--- src/rtl/cl_axil_master_pkg.sv ---
// Shared types and constants for the single-outstanding AXI-Lite command master.
package cl_axil_master_pkg;

  typedef enum logic [2:0] {
    IDLE    = 3'd0,
    WR_REQ  = 3'd1,
    WR_RESP = 3'd2,
    RD_REQ  = 3'd3,
    RD_RESP = 3'd4,
    RSP     = 3'd5
  } state_t;

  localparam logic [1:0]  RESP_OKAY     = 2'b00;
  localparam logic [1:0]  RESP_SLVERR   = 2'b10;
  localparam logic [31:0] TIMEOUT_RDATA = 32'hDEAD_DEAD;

  // States in which a bus transaction is in flight and the timeout budget is consumed.
  function automatic logic is_busy(input state_t s);
    return s inside {WR_REQ, WR_RESP, RD_REQ, RD_RESP};
  endfunction

endpackage

--- src/rtl/cl_axil_master_timer.sv ---
// Per-transaction timeout down-counter: load at command acceptance, count busy cycles,
// flag expiry in the TIMEOUT_CYCLES-th busy cycle.
module cl_axil_master_timer #(
  parameter int unsigned TIMEOUT_CYCLES = 256
) (
  input  logic clk_i,
  input  logic rst_i,
  input  logic load_i,
  input  logic enable_i,
  output logic expired_o
);

  localparam int unsigned W = $clog2(TIMEOUT_CYCLES);

  logic [W-1:0] cnt_q, cnt_d;

  always_comb begin
    cnt_d = cnt_q;
    if (load_i)
      cnt_d = W'(TIMEOUT_CYCLES - 1);
    else if (enable_i && cnt_q != '0)
      cnt_d = cnt_q - 1'b1;
  end

  always_ff @(posedge clk_i) begin
    if (rst_i) cnt_q <= '0;
    else       cnt_q <= cnt_d;
  end

  assign expired_o = enable_i && (cnt_q == '0);

endmodule

--- src/rtl/cl_axil_master.sv ---
// Command-to-AXI-Lite master, one transaction outstanding, all outputs registered.
// Optional per-transaction timeout enabled by defining CL_AXIL_MASTER_TIMEOUT_EN.
module cl_axil_master #(
  parameter int unsigned TIMEOUT_CYCLES = 256
) (
  input  logic        clk_main_a0,
  input  logic        rst_main,
  input  logic        cmd_valid,
  output logic        cmd_ready,
  input  logic        cmd_wr,
  input  logic [31:0] cmd_addr,
  input  logic [31:0] cmd_wdata,
  input  logic [3:0]  cmd_wstrb,
  output logic        rsp_valid,
  input  logic        rsp_ready,
  output logic [31:0] rsp_rdata,
  output logic [1:0]  rsp_resp,
  output logic        rsp_timeout,
  output logic        m_awvalid,
  output logic [31:0] m_awaddr,
  output logic        m_wvalid,
  output logic [31:0] m_wdata,
  output logic [3:0]  m_wstrb,
  output logic        m_bready,
  output logic        m_arvalid,
  output logic [31:0] m_araddr,
  output logic        m_rready,
  input  logic        m_awready,
  input  logic        m_wready,
  input  logic        m_bvalid,
  input  logic [1:0]  m_bresp,
  input  logic        m_arready,
  input  logic        m_rvalid,
  input  logic [31:0] m_rdata,
  input  logic [1:0]  m_rresp
);
  import cl_axil_master_pkg::*;

  state_t      state_q;
  logic        cmd_ready_q, rsp_valid_q, timeout_q;
  logic [31:0] rsp_rdata_q;
  logic [1:0]  rsp_resp_q;
  logic        awvalid_q, wvalid_q, bready_q, arvalid_q, rready_q;
  logic [31:0] addr_q, wdata_q;
  logic [3:0]  wstrb_q;
  logic        hs_done;
  logic        tmr_expired;

  // Completion condition of the current bus phase; a handshake here beats a same-cycle expiry.
  always_comb begin
    hs_done = 1'b0;
    unique case (state_q)
      WR_REQ:  hs_done = (!awvalid_q || m_awready) && (!wvalid_q || m_wready);
      WR_RESP: hs_done = m_bvalid;
      RD_REQ:  hs_done = m_arready;
      RD_RESP: hs_done = m_rvalid;
      default: hs_done = 1'b0;
    endcase
  end

`ifdef CL_AXIL_MASTER_TIMEOUT_EN
  logic tmr_load;
  assign tmr_load = (state_q == IDLE) && cmd_valid && cmd_ready_q;

  cl_axil_master_timer #(
    .TIMEOUT_CYCLES(TIMEOUT_CYCLES)
  ) u_timer (
    .clk_i     (clk_main_a0),
    .rst_i     (rst_main),
    .load_i    (tmr_load),
    .enable_i  (is_busy(state_q)),
    .expired_o (tmr_expired)
  );
`else
  // Constant 0 for every legal TIMEOUT_CYCLES: transactions wait indefinitely.
  assign tmr_expired = (TIMEOUT_CYCLES == 0);
`endif

  always_ff @(posedge clk_main_a0) begin
    if (rst_main) begin
      state_q     <= IDLE;
      cmd_ready_q <= 1'b0;
      rsp_valid_q <= 1'b0;
      rsp_rdata_q <= '0;
      rsp_resp_q  <= RESP_OKAY;
      timeout_q   <= 1'b0;
      awvalid_q   <= 1'b0;
      wvalid_q    <= 1'b0;
      bready_q    <= 1'b0;
      arvalid_q   <= 1'b0;
      rready_q    <= 1'b0;
      addr_q      <= '0;
      wdata_q     <= '0;
      wstrb_q     <= '0;
    end else if (is_busy(state_q) && !hs_done && tmr_expired) begin
      awvalid_q   <= 1'b0;
      wvalid_q    <= 1'b0;
      arvalid_q   <= 1'b0;
      bready_q    <= 1'b0;
      rready_q    <= 1'b0;
      rsp_valid_q <= 1'b1;
      rsp_resp_q  <= RESP_SLVERR;
      rsp_rdata_q <= TIMEOUT_RDATA;
      timeout_q   <= 1'b1;
      state_q     <= RSP;
    end else begin
      unique case (state_q)
        IDLE: begin
          // Stray B/R beats are drained while idle.
          cmd_ready_q <= 1'b1;
          bready_q    <= 1'b1;
          rready_q    <= 1'b1;
          if (cmd_valid && cmd_ready_q) begin
            cmd_ready_q <= 1'b0;
            bready_q    <= 1'b0;
            rready_q    <= 1'b0;
            addr_q      <= cmd_addr;
            if (cmd_wr) begin
              wdata_q   <= cmd_wdata;
              wstrb_q   <= cmd_wstrb;
              awvalid_q <= 1'b1;
              wvalid_q  <= 1'b1;
              state_q   <= WR_REQ;
            end else begin
              arvalid_q <= 1'b1;
              state_q   <= RD_REQ;
            end
          end
        end
        WR_REQ: begin
          if (awvalid_q && m_awready) awvalid_q <= 1'b0;
          if (wvalid_q && m_wready)   wvalid_q  <= 1'b0;
          if (hs_done) begin
            bready_q <= 1'b1;
            state_q  <= WR_RESP;
          end
        end
        WR_RESP: begin
          if (hs_done) begin
            bready_q    <= 1'b0;
            rsp_valid_q <= 1'b1;
            rsp_resp_q  <= m_bresp;
            rsp_rdata_q <= '0;
            timeout_q   <= 1'b0;
            state_q     <= RSP;
          end
        end
        RD_REQ: begin
          if (hs_done) begin
            arvalid_q <= 1'b0;
            rready_q  <= 1'b1;
            state_q   <= RD_RESP;
          end
        end
        RD_RESP: begin
          if (hs_done) begin
            rready_q    <= 1'b0;
            rsp_valid_q <= 1'b1;
            rsp_resp_q  <= m_rresp;
            rsp_rdata_q <= m_rdata;
            timeout_q   <= 1'b0;
            state_q     <= RSP;
          end
        end
        RSP: begin
          if (rsp_ready) begin
            rsp_valid_q <= 1'b0;
            cmd_ready_q <= 1'b1;
            bready_q    <= 1'b1;
            rready_q    <= 1'b1;
            state_q     <= IDLE;
          end
        end
        default: state_q <= IDLE;
      endcase
    end
  end

  assign cmd_ready   = cmd_ready_q;
  assign rsp_valid   = rsp_valid_q;
  assign rsp_rdata   = rsp_rdata_q;
  assign rsp_resp    = rsp_resp_q;
  assign rsp_timeout = timeout_q;
  assign m_awvalid   = awvalid_q;
  assign m_awaddr    = addr_q;
  assign m_wvalid    = wvalid_q;
  assign m_wdata     = wdata_q;
  assign m_wstrb     = wstrb_q;
  assign m_bready    = bready_q;
  assign m_arvalid   = arvalid_q;
  assign m_araddr    = addr_q;
  assign m_rready    = rready_q;

endmodule

--- config.mk ---
export PLATFORM = sky130hd
export DESIGN_NAME = cl_axil_master
export DESIGN_NICKNAME = d
export VERILOG_FILES = /design/src/rtl/cl_axil_master_pkg.sv /design/src/rtl/cl_axil_master_timer.sv /design/src/rtl/cl_axil_master.sv
export SDC_FILE = /design/constraint.sdc
export NUM_CORES = 1
export LEC_CHECK = 0
export ABC_AREA = 1
export CAP_MARGIN = 20
export CORE_MARGIN = 1
export CORE_UTILIZATION = 41
export DETAILED_ROUTE_END_ITERATION = 10
export GPL_ROUTABILITY_DRIVEN = 0
export PLACE_DENSITY_LB_ADDON = 0.3
export SYNTH_ARGS = -nofsm -noshare
export SYNTH_HDL_FRONTEND = slang
export SYNTH_SLANG_ARGS = --single-unit
--- constraint.sdc ---
create_clock -name clk_main_a0 -period 2.3 [get_ports clk_main_a0]
set_input_delay 0.46 -clock clk_main_a0 [delete_from_list [all_inputs] [get_ports clk_main_a0]]
set_output_delay 0.46 -clock clk_main_a0 [all_outputs]
set_load 0.005 [all_outputs]
==> reports/qor.txt, run 1 <==
status -> complete, no violations
Chip Height -> 105.8 µm
Clock power frac -> 20.6%
part of the cycle the worst path needs -> 75.83%
GRT Util Overall -> 22.46%
final hold vios -> 0
cts hold-fix bufs -> 0
FF+latch count, synth -> 112
clk sinks -> 112
Avg WL per Cell -> 13.68 µm
Synth async-reset ratio -> 0%
leading cell types by count after synthesis -> 155 x nor2_1, 112 x dfxtp_1, 91 x nand2_1
Pwr Density -> 818.7 nW/µm²
clk_skew -> 0.01534 ns
Post-Synth XOR/XNOR Area -> 0%
mapped cell area -> 4420 µm²
count leader, synth -> nor2_1
hpwl dp -> 9461 µm
RSZ-0062 raised after global routing -> false
Yosys cell types -> 24
Max Slew Vio Count -> 0
NetSw -> 0.001866 W
Area Growth Syn to Fin -> 58.82%
sequential share of power -> 42.6%
Synth Area per Inst -> 7.518 µm²
Primary FF master, synth -> dfxtp_1
clock latency on the worst-skew pair -> 0.36 ns
VDD IR-drop max -> 0.4151 mV
grt total ovfl -> 0
via count -> 4546
crit-path leading delay family -> buffers and inverters
initial antenna violation count -> 0
Ant. Diodes -> 0
largest area contributor in the synthesized netlist -> dfxtp_1
Via density -> 4.846
synth top area cells -> dfxtp_1 51%, nor2_1 13%, o21ai_0 7.9%
critical path's largest stage delay -> 0.54 ns
vias in the first global route -> 4247
pin count of the biggest net entering global routing -> 41
Synth Area in Compound Gates -> 13.70%
Seq/Total Area, Yosys -> 50.72%
Leak -> 2.720 nW
critical path class -> reg -> out
largest family of logic cells by synthesized area -> simple AND/OR/NAND/NOR gates
post-CTS sizing -> 0
deepest clock path buffer count -> 2
initial DRC count -> 328
Tmin final -> 1.744 ns
Max Clk Rate -> 0.5734 GHz
CP required -> 1.84 ns
startpoint types -> flop
PortBufs -> 254
Synth Net Count -> 702
worst hold path class -> reg -> reg
Yosys warnings -> 0
fraction of the mapped netlist area in simple logic gates -> 24.40%
Combinational Power Share -> 36.8%
post-CTS setup buffers -> 0
adder-cell share of the synthesized area -> 0%
Pre-antenna DRT Iters -> 5
mux share of post-synthesis cell area -> 0.5095%
Slowest cell on crit path -> clkdlybuf4s50_1
Ports -> 256
Multi-input gate area -> 1710 µm²
nets@finish -> 912
switch share -> 32.46%
Worst-path clk slew -> 0.10 ns
worst-path maximum fanout -> 3
internal power -> 0.003882 W
critical path endpoint category -> output port
DRT antenna net count -> 0
Reg area -> 2242 µm²
critical path cell sequence -> clkdlybuf4s50_1
starting density of the core -> 42.63%
share of cells above drive strength 1 -> 4.863%
final core occ -> 67.70%
Clock Tree Root -> clkbuf_8
CTS Buf Count -> 9
fillers -> 852
final setup fails -> 0
H-tree Lvls -> 3
top-area cell type share of the netlist area -> 50.72%
row count -> 37
die area -> 11200 µm²
post-synthesis cell count -> 588
CP bufs+invs -> 1
Post-synth EDFFs -> 0
CP arrival -> 1.28 ns
DR DRC count -> 0
Max Cap Viol -> 0
Die X -> 105.8 µm
CORE AREA -> 10370 µm²
sum of negative setup slack -> 0 ns
CTS tree -> built
final WL -> 12830 µm
first-pass GRT wire length -> 20260 µm
through the flow:
step,hold WS [ns],cell area [µm²],total power (W),instances,setup slack [ns]
after floorplan,0.4424,4420,0.003577,588,0.8558
after global placement,0.4349,6820,0.004536,923,0.2539
after detailed placement,0.4438,6820,0.004596,923,0.2139
after CTS,0.4592,7020,0.005803,938,0.5355
after global routing,0.4848,7020,0.006116,938,0.3629
final,0.4596,7020,0.005748,938,0.5559
path summary, 6_finish.rpt:
check	cells after the start	start	slack, ns	end
setup / recovery	1	m_araddr[20]	0.56	m_araddr[20]
hold / removal	2	m_arvalid	0.46	m_arvalid
setup reg to reg	8	state_q[1]	0.56	rsp_rdata[5]
hold reg to reg	2	m_arvalid	0.46	m_arvalid
routing by layer:
metal  vias to the layer above  share of wire, %  track usage, %
met5                         -                 0               0
met4                         0               1.3           6.845
met3                        12               7.3           4.824
met2                       206                51           40.01
met1                      2072                40           26.87
li1                       2256                 -               -
area by class of cell:
| type | instances | area share (%) |
|---|---|---|
| clock inverters | 6 | 1.087 |
| multi-input cells | 392 | 24.36 |
| flip-flops and latches | 112 | 31.94 |
| clock buffers | 9 | 1.764 |
| inverters | 20 | 1.069 |
| repair buffers | 263 | 37.36 |
| well taps | 136 | 2.424 |
flip-flops by register name, indices dropped and copies added (netlist names), 2 cells and up:
register   cells
m_araddr      32
m_wstrb        4
rsp_resp       2
rsp_rdata     32
state_q        3
m_wdata       32
power by group through the flow:
stage | Combinational, W | Sequential (W) | Clock (W)
final | 0.00211 | 0.00245 | 0.00119
after global routing | 0.00232 | 0.00249 | 0.00130
after CTS | 0.00212 | 0.00245 | 0.00123
after detailed placement | 0.00211 | 0.00248 | 0
after global placement | 0.00206 | 0.00247 | 0
after floorplan | 0.00109 | 0.00248 | 0
cell usage in the layout (no fill, tap or decap), types with 2 or more instances in the layout:
cell,count
clkdlybuf4s50_1,254
nor2_1,155
dfxtp_1,112
nand2_1,91
o21ai_0,70
a21oi_1,41
inv_1,15
nand3_1,10
clkbuf_8,9
buf_4,8
o21ai_1,7
inv_2,4
nor2_4,3
nand2_2,3
nand4_1,3
clkinv_4,3
mux2_2,2
o31ai_1,2
cell families (layout without fill, tap and decap cells):
| family | after synthesis | in the layout |
|---|---|---|
| AND/OR/NAND/NOR | 269 | 269 |
| AO/OA/AOI/OAI | 120 | 120 |
| flip-flops | 112 | 112 |
| buffers and inverters | 84 | 298 |
| multiplexers | 2 | 2 |
| other | 1 | 1 |
No activity file was read; power rests on OpenSTA's default activity.
==> inputs of run 2 (changes only) <==
Settings changed: CORE_UTILIZATION 41 to 38.
Clock period 2.3 ns to 1.8 ns, I/O delays scaled along.
==> reports/qor.txt, run 2 (same netlist as run 1, synthesis figures left out) <==
worst-path maximum fanout -> 3
CTS tree -> built
Max Slew Vio Count -> 0
VDD IR-drop max -> 0.5358 mV
PortBufs -> 254
RSZ-0062 raised after global routing -> false
commonest non-fill, non-tap cell in the layout -> clkdlybuf4s50_1
hpwl dp -> 9567 µm
part of the cycle the worst path needs -> 89.15%
Pre-antenna DRT Iters -> 6
Ports -> 256
crit-path leading delay family -> buffers and inverters
CORE AREA -> 11370 µm²
final instance area -> 7263 µm²
Chip Height -> 109.9 µm
Via density -> 4.794
clk sinks -> 112
critical path cell sequence -> clkdlybuf4s50_1
commonest cells after routing, fill and taps aside -> 254 x clkdlybuf4s50_1, 155 x nor2_1, 110 x dfxtp_1
critical path class -> reg -> out
critical path endpoint category -> output port
Ant. Diodes -> 0
clock latency on the worst-skew pair -> 0.34 ns
Max Clk Rate -> 0.6232 GHz
final setup fails -> 0
startpoint types -> flop
Max Cap Viol -> 0
critical path's largest stage delay -> 0.54 ns
CP bufs+invs -> 1
final worst slack -> 0.1954 ns
grt total ovfl -> 0
final hold vios -> 0
H-tree Lvls -> 3
deepest clock path buffer count -> 2
Clock Tree Root -> clkbuf_16
Pwr Density -> 1073 nW/µm²
initial DRC count -> 306
Die X -> 109.9 µm
Avg WL per Cell -> 13.55 µm
worst hold path class -> reg -> reg
die area -> 12070 µm²
first-pass GRT wire length -> 19640 µm
cts hold-fix bufs -> 0
sum of negative setup slack -> 0 ns
CP required -> 1.44 ns
pin count of the biggest net entering global routing -> 57
GRT Util Overall -> 20.82%
Leak -> 2.831 nW
status -> complete, no violations
CP arrival -> 1.24 ns
Area Growth Syn to Fin -> 64.31%
Tmin final -> 1.605 ns
via count -> 4593
starting density of the core -> 38.88%
share of cells above drive strength 1 -> 6.258%
DR DRC count -> 0
Slowest cell on crit path -> clkdlybuf4s50_1
Worst-path clk slew -> 0.07 ns
final core occ -> 63.88%
Post-DP Area -> 6994 µm²
final WL -> 12980 µm
nets@finish -> 924
CTS Buf Count -> 9
post-CTS setup buffers -> 0
fillers -> 988
DRT antenna net count -> 0
initial antenna violation count -> 0
vias in the first global route -> 4302
clk_skew -> 0.005622 ns
DP Worst Slack -> -0.07165 ns
Power Total -> 0.007794 W
row count -> 39
[run 2: cell types whose count changed in the layout (fill, tap and decap cells not counted), moves of 2 or more]
cell       before  now
clkbuf_16       0    9
clkbuf_8        9    0
buf_12          1    7
buf_4           8   14
clkbuf_1        0    3
clkinv_4        3    1
dfxtp_1       112  110
dfxtp_2         0    2
[run 2: metrics by stage]
stage               cells  hold WS (ns)
finish                958        0.4482
global route          958        0.4652
CTS                   958        0.4514
detailed placement    942        0.4436
global placement      942        0.4380
floorplan             588        0.4424
[run 2: timing repair]
action | CTS | global route
hold endpoints to repair | 0 | 0
resized for setup | 0 | 2
setup endpoints to repair | 0 | 33
[run 2: layout make-up]
type / count / area (µm²) / area share, %
clock buffer: 12 / 236.5 / 3.256
sequential: 112 / 2245 / 30.90
tap: 143 / 178.9 / 2.463
timing repair buffer: 275 / 2788 / 38.38
multi-input combinational: 392 / 1710 / 23.55
clock inverter: 4 / 30.03 / 0.4134
inverter: 20 / 75.07 / 1.034
[run 2: worst paths after layout]
path | start | endpoint | slack (ns) | cells after the start
worst max register to register | state_q[2] | rsp_rdata[1] | 0.21 | 9
worst min-delay path | m_arvalid | m_arvalid | 0.45 | 2
worst min register to register | m_arvalid | m_arvalid | 0.45 | 2
worst max-delay path | m_araddr[7] | m_araddr[7] | 0.20 | 1
[run 2: report_power, final]
part	leakage, nW	switching, W	internal, W
logic	1.79	0.00126	0.00157
clock network	0.127	0.000876	0.000947
registers	0.909	0.000281	0.00286
total	2.83	0.00242	0.00538
[run 2: per-layer routing]
metal	up-vias	track usage, %	part of all wire [%]	wire (µm)
met2	194	37.50	50	6522
met4	0	10.48	2.3	299
met5	-	0	0	0
met3	21	4.742	8.2	1066
met1	2099	22.76	39	5090
li1	2279	-	-	-
==> inputs of run 3 (changes only) <==
Settings changed: TNS_END_PERCENT from default to 50.
==> results of run 3 <==
No change in the layout: final DEF, timing and power equal those of run 2.
